File: src/rtl/bin2bcd_if.sv
// Handshake/result bundle for the sequential binary-to-BCD converter.
// Ports: start/bin (request), busy/done/bcd/ovf (status and held result).
interface bin2bcd_if #(
  parameter int IN_W = 14,
  parameter int NDIG = 4
);
  logic                start;
  logic [IN_W-1:0]     bin;
  logic                busy;
  logic                done;
  logic [4*NDIG-1:0]   bcd;
  logic                ovf;

  modport master (
    output start, bin,
    input  busy, done, bcd, ovf
  );

  modport slave (
    input  start, bin,
    output busy, done, bcd, ovf
  );
endinterface

File: src/rtl/bin2bcd_seq.sv
// Double-dabble binary to packed BCD, one bit per clock, result held.
// Ports: clk, rst_n (async low), bus (slave: start/bin in; busy/done/bcd/ovf out).
module bin2bcd_seq #(
  parameter int IN_W    = 14,
  parameter int NDIG    = 4,
  parameter int MAX_VAL = 9999
) (
  input logic      clk,
  input logic      rst_n,
  bin2bcd_if.slave bus
);

  localparam int BW = 4 * NDIG;
  localparam int CW = $clog2(IN_W);

  typedef enum logic {
    S_IDLE,
    S_SHIFT
  } state_t;

  state_t          r_state;
  state_t          w_state_nxt;
  logic [IN_W-1:0] r_bin;
  logic [BW-1:0]   r_sh;
  logic [BW-1:0]   r_bcd;
  logic [CW-1:0]   r_cnt;
  logic            r_ovf_lat;
  logic            r_ovf;
  logic            r_done;
  logic [BW-1:0]   w_adj;
  logic [BW-1:0]   w_sh_nxt;
  logic            w_accept;
  logic            w_last;

  // Add-3 on every nibble >= 5 before the shift; operand <= 9 so no carry-out.
  always_comb begin
    w_adj = r_sh;
    for (int i = 0; i < NDIG; i++) begin
      if (r_sh[4*i +: 4] >= 4'd5)
        w_adj[4*i +: 4] = r_sh[4*i +: 4] + 4'd3;
    end
  end

  assign w_sh_nxt = {w_adj[BW-2:0], r_bin[IN_W-1]};

  always_comb begin
    w_state_nxt = r_state;
    w_accept    = 1'b0;
    w_last      = 1'b0;
    unique case (r_state)
      S_IDLE: begin
        if (bus.start) begin
          w_accept    = 1'b1;
          w_state_nxt = S_SHIFT;
        end
      end
      S_SHIFT: begin
        if (r_cnt == CW'(IN_W - 1)) begin
          w_last      = 1'b1;
          w_state_nxt = S_IDLE;
        end
      end
      default: w_state_nxt = S_IDLE;
    endcase
  end

  always_ff @(posedge clk or negedge rst_n) begin
    if (!rst_n) r_state <= S_IDLE;
    else        r_state <= w_state_nxt;
  end

  always_ff @(posedge clk or negedge rst_n) begin
    if (!rst_n) begin
      r_bin     <= '0;
      r_sh      <= '0;
      r_cnt     <= '0;
      r_ovf_lat <= 1'b0;
    end else if (w_accept) begin
      r_bin     <= bus.bin;
      r_sh      <= '0;
      r_cnt     <= '0;
      r_ovf_lat <= (bus.bin > IN_W'(MAX_VAL));
    end else if (r_state == S_SHIFT) begin
      r_bin     <= r_bin << 1;
      r_sh      <= w_sh_nxt;
      r_cnt     <= r_cnt + CW'(1);
    end
  end

  // Displayed result only moves at the done edge.
  always_ff @(posedge clk or negedge rst_n) begin
    if (!rst_n) begin
      r_bcd  <= '0;
      r_ovf  <= 1'b0;
      r_done <= 1'b0;
    end else begin
      r_done <= w_last;
      if (w_last) begin
        r_bcd <= r_ovf_lat ? {NDIG{4'h9}} : w_sh_nxt;
        r_ovf <= r_ovf_lat;
      end
    end
  end

  assign bus.busy = (r_state == S_SHIFT);
  assign bus.done = r_done;
  assign bus.bcd  = r_bcd;
  assign bus.ovf  = r_ovf;

endmodule

File: src/flat_wrapper.sv
// flat-port wrapper written by rule: the top's interface ports become plain ports
module bin2bcd_seq_flat 
#(
  parameter int IN_W    = 14,
  parameter int NDIG    = 4,
  parameter int MAX_VAL = 9999
)
  (clk, rst_n, bus_start, bus_bin, bus_busy, bus_done, bus_bcd, bus_ovf);
  bin2bcd_if #(.IN_W(IN_W), .NDIG(NDIG)) bus_i ();
  input logic clk;
  input logic rst_n;
  input wire logic [$bits(bus_i.start)-1:0] bus_start;
  input wire logic [$bits(bus_i.bin)-1:0] bus_bin;
  output wire logic [$bits(bus_i.busy)-1:0] bus_busy;
  output wire logic [$bits(bus_i.done)-1:0] bus_done;
  output wire logic [$bits(bus_i.bcd)-1:0] bus_bcd;
  output wire logic [$bits(bus_i.ovf)-1:0] bus_ovf;
  assign bus_i.start = bus_start;
  assign bus_i.bin = bus_bin;
  assign bus_busy = bus_i.busy;
  assign bus_done = bus_i.done;
  assign bus_bcd = bus_i.bcd;
  assign bus_ovf = bus_i.ovf;
  bin2bcd_seq #(.IN_W(IN_W), .NDIG(NDIG), .MAX_VAL(MAX_VAL)) u_core (.clk(clk), .rst_n(rst_n), .bus(bus_i));
endmodule
File: config.mk
export PLATFORM = sky130hd
export DESIGN_NAME = bin2bcd_seq_flat
export DESIGN_NICKNAME = d
export VERILOG_FILES = /design/src/rtl/bin2bcd_if.sv /design/src/rtl/bin2bcd_seq.sv /design/src/flat_wrapper.sv
export SDC_FILE = /design/constraint.sdc
export NUM_CORES = 1
export LEC_CHECK = 0
export CELL_PAD_IN_SITES_DETAIL_PLACEMENT = 0
export CELL_PAD_IN_SITES_GLOBAL_PLACEMENT = 1
export CORE_ASPECT_RATIO = 1.1
export CORE_MARGIN = 1.5
export CORE_UTILIZATION = 45
export CTS_BUF_LIST = sky130_fd_sc_hd__clkbuf_4 sky130_fd_sc_hd__clkbuf_8
export CTS_CLUSTER_DIAMETER = 60
export CTS_CLUSTER_SIZE = 8
export DETAILED_ROUTE_END_ITERATION = 8
export PLACE_DENSITY_LB_ADDON = 0.1
export SLEW_MARGIN = 15
export SYNTH_ARGS = -nofsm -noshare
export SYNTH_HDL_FRONTEND = slang
export SYNTH_SLANG_ARGS = --single-unit
File: constraint.sdc
create_clock -name clk -period 1.5 [get_ports clk]
set_input_delay 0.15 -clock clk [delete_from_list [all_inputs] [get_ports clk]]
set_output_delay 0.15 -clock clk [all_outputs]
set_load 0.05 [all_outputs]
==> results.yml <==
run_status:
  status: "finished clean"
floorplanning:
  dieArea_um2: 6428
  initial_core_util_pct: 46.45
  die_w_um: 76.58
  die_h_um: 83.94
  core_area_um2: 5769
  ios: 36
  row_count: 29
critical_path:
  cp.required_ns: 1.76
  rrSetupSlack_ns: 0.09
  start_kind: "register"
  critical_path_class: "register to register"
  r2r-start: "u_core.r_sh[8]$_DFFE_PN0P_"
  crit_path_max_fanout: 5
  slowest_stage: "dfrtp_1"
  endpoint_kind: "register"
  rr_worst_depth: 5
  reg2reg_to: "u_core.bus.bcd[10]$_DFFE_PN0P_"
  crit_chain: "ha_2 > nand2b_2 > a21oi_4 > mux2i_1 > a22o_1"
  max_stage_delay_ns: 0.44
  cp.arrival_ns: 1.67
global_routing:
  grt_pass1_wl_mm: 9.287
  grt_start_max_net_pins: 37
  grt_pass1_vias: 1884
  overflow: 0
  antenna_found_initial: 0
  grtUsageTotal_pct: 18.53
route:
  wl_met1_mm: 2.463
  drt_iter0_markers: 94
  wl_met3_um: 185
  wl_per_cell_um: 14.13
  vias: 1924
  highest_layer: "met4"
  vias_per_cell: 5.063
  wl_met2_mm: 2.652
  ant_nets: 0
  first_pass_iters: 4
  drc_errors: 0
  routed_wl_mm: 5.369
worst_hold_path:
  hold_path.class: "primary input to async pin"
timing:
  slew_headroom_pct: 68.44
  tightestPinTransition_ns: 0.4734
  rsz0062_at_grt: "no"
  setup_viol: 0
  setup_slack_ns: 0.08969
  drv_slew: 0
  skew_ns: 0.009278
  hold_violations: 0
  min_period_over_period_pct: 94.02
  setup_total_negative_slack_ns: 0
  period_minus_slack_ns: 1.410
  hold_slack_ns: 0.3134
  max_freq_mhz: 709.1
power_and_ir_drop:
  pwr-share-comb_pct: 53.5
  p_switching_uw: 3334
  swShare_pct: 43.49
  finalPower_uw: 7667
  leakage_uw: 0.001585
  intPower_uw: 4333
  pwr-share-seq_pct: 35.2
  powerDensity_nw_per_um2: 2293
  clkPwrFrac_pct: 11.2
  ir_drop_uv: 827.8
synthesis:
  avgSynthCellArea_um2: 10.64
  syn_inst: 252
  synth_top_family_by_area: "compound AO/OA/AOI/OAI gates"
  syn-cell-area_um2: 2680
  yosysWarnings: 0
  ys_types: 33
  synth_compound_area_share_pct: 15.45
  synthMuxAreaShare_pct: 8.637
  seq_area_frac_synth_pct: 50.42
  synth-simple-area-share_pct: 14.71
  synth-seq-cells: 54
  syn_nets: 279
  synthXorXnorAreaFrac_pct: 1.961
  yosys.area_share.adder_pct: 4.669
place:
  place_worst_setup_slack_ns: 0.03314
  gp_congestion: 0.7411
  dp_hpwl_mm: 3.803
  portBuffers: 35
clocking:
  tritoncts: "built"
  htreeDepth: 2
  path_clk_slew_ns: 0.10
  cts_max_path_buffers: 2
  cts_sinks: 54
  cts-root-buf: "clkbuf_8"
  clock_latency_ns: 0.31
  cts_made_buffers: 5
finish:
  postLayoutCoreUtil_pct: 57.95
  layout-drive-gt1-share_pct: 23.10
  diodes: 0
  fin_nets: 329
  areaGrowthSynthToFinish_pct: 24.74
job:
  maxCapViolations: 0
==> cell families after synthesis <==
kind of cell	Yosys count
buffers and inverters	23
AND/OR/NAND/NOR	76
AO/OA/AOI/OAI	60
multiplexers	23
adder cells (fa/ha/maj)	10
flip-flops	54
XOR/XNOR	6
==> repair_timing <==
action	CTS	global route
endpoints found under the setup margin	0	14
setup buffers	0	5
hold endpoints to repair	18	0
resized for setup	0	10
hold buffers	1	0
==> how the worst max path moves through the flow <==
stage | to | cells past startpoint | startpoint | slack, ns
floorplan | u_core.bus.bcd[2]$_DFFE_PN0P_ | 6 | u_core.r_sh[0]$_DFFE_PN0P_ | 0.12
global placement | u_core.bus.bcd[6]$_DFFE_PN0P_ | 5 | u_core.r_sh[4]$_DFFE_PN0P_ | 0.07
detailed placement | u_core.bus.bcd[6]$_DFFE_PN0P_ | 5 | u_core.r_sh[4]$_DFFE_PN0P_ | 0.03
CTS | u_core.bus.bcd[2]$_DFFE_PN0P_ | 5 | u_core.r_sh[0]$_DFFE_PN0P_ | 0.01
global route | u_core.r_sh[14]$_DFFE_PN0P_ | 6 | u_core.r_sh[13]$_DFFE_PN0P_ | 0.007
finish | u_core.bus.bcd[10]$_DFFE_PN0P_ | 5 | u_core.r_sh[8]$_DFFE_PN0P_ | 0.09
==> cells in the mapped netlist <==
library cell,number,share of area (%)
dfrtp_1,54,50
nand2_1,29,4.1
mux2i_1,22,8.2
o21ai_0,18,3.4
nor2_1,15,2.1
a21oi_1,10,1.9
a22o_1,10,3.3
ha_1,10,4.7
nor3b_1,10,2.8
inv_1,9,1.3
buf_2,8,1.5
nand2b_1,7,1.6
a21o_1,6,1.7
nand3_1,6,1.1
xnor2_1,5,1.6
a31oi_1,4,0.93
a21oi_4,3,1.8
nand2b_2,3,0.98
nor3_1,3,0.56
o21ai_1,3,0.56
o31ai_1,3,0.84
buf_4,2,0.56
clkbuf_1,2,0.28
a21oi_2,1,0.33
buf_6,1,0.42
inv_2,1,0.14
mux2_2,1,0.42
nand4_4,1,0.79
nor2_4,1,0.42
nor4_1,1,0.23
o21ai_2,1,0.33
o31ai_2,1,0.47
xor2_1,1,0.33
==> state kept, by name, summed over array words and instances (netlist names) <==
name and flops:
u_core.bus.ovf 1, u_core.bus.busy 1, u_core.r_ovf_lat 1, u_core.r_bin 14, u_core.r_sh 16, u_core.r_cnt 4, u_core.bus.done 1, u_core.bus.bcd 16
==> cell type report <==
class / count / area [um2]
inverters: 10 / 37.54
clock buffers: 7 / 90.09
clock inverters: 1 / 5.005
well taps: 77 / 96.34
flip-flops and latches: 54 / 1354
fillers: 528 / 2426
multi-input cells: 175 / 1240
repair buffers: 56 / 520.5
==> critical path: cells and delay by family, from the launching register on <==
family          cells  cell delay (ns)
compound gates      2             0.30
flops               1             0.44
fa+ha+maj           1             0.19
mux                 1             0.25
simple gates        1             0.19
==> cell usage in the layout (no fill, tap or decap), types with 3 or more instances in the layout <==
cell	n
o31ai_1	3
o21ai_0	18
a31oi_1	4
nor3_1	3
clkbuf_8	6
a21o_1	6
inv_2	4
nor3b_1	10
inv_1	6
nand2b_1	7
a21oi_1	10
nand3_1	6
a22o_1	10
dfrtp_1	52
mux2i_1	20
a21oi_4	3
nor2_1	15
clkdlybuf4s50_1	15
o21ai_1	3
xnor2_1	5
nand2_1	29
ha_1	8
buf_12	5
buf_4	34
==> stage by stage <==
step	instances	instance area (um2)
after floorplan	252	2681
after global placement	366	3177
after detailed placement	366	3177
after CTS	375	3282
after global routing	380	3343
final	380	3343
==> per-layer routing <==
metal / track usage, % / vias up
li1: - / 971
met1: 23.68 / 914
met2: 31.17 / 33
met3: 3.934 / 6
met4: 6.229 / 0
met5: 0 / -
==> power by group through the flow <==
stage | sequential (uW) | combinational, uW | clock [uW]
detailed placement | 2730 | 3930 | 0
finish | 2700 | 4110 | 860
CTS | 2710 | 3940 | 899
global placement | 2710 | 3860 | 0
global route | 2800 | 4490 | 955
floorplan | 3320 | 2170 | 0
Note: power is estimated with default switching activity, not from simulation.
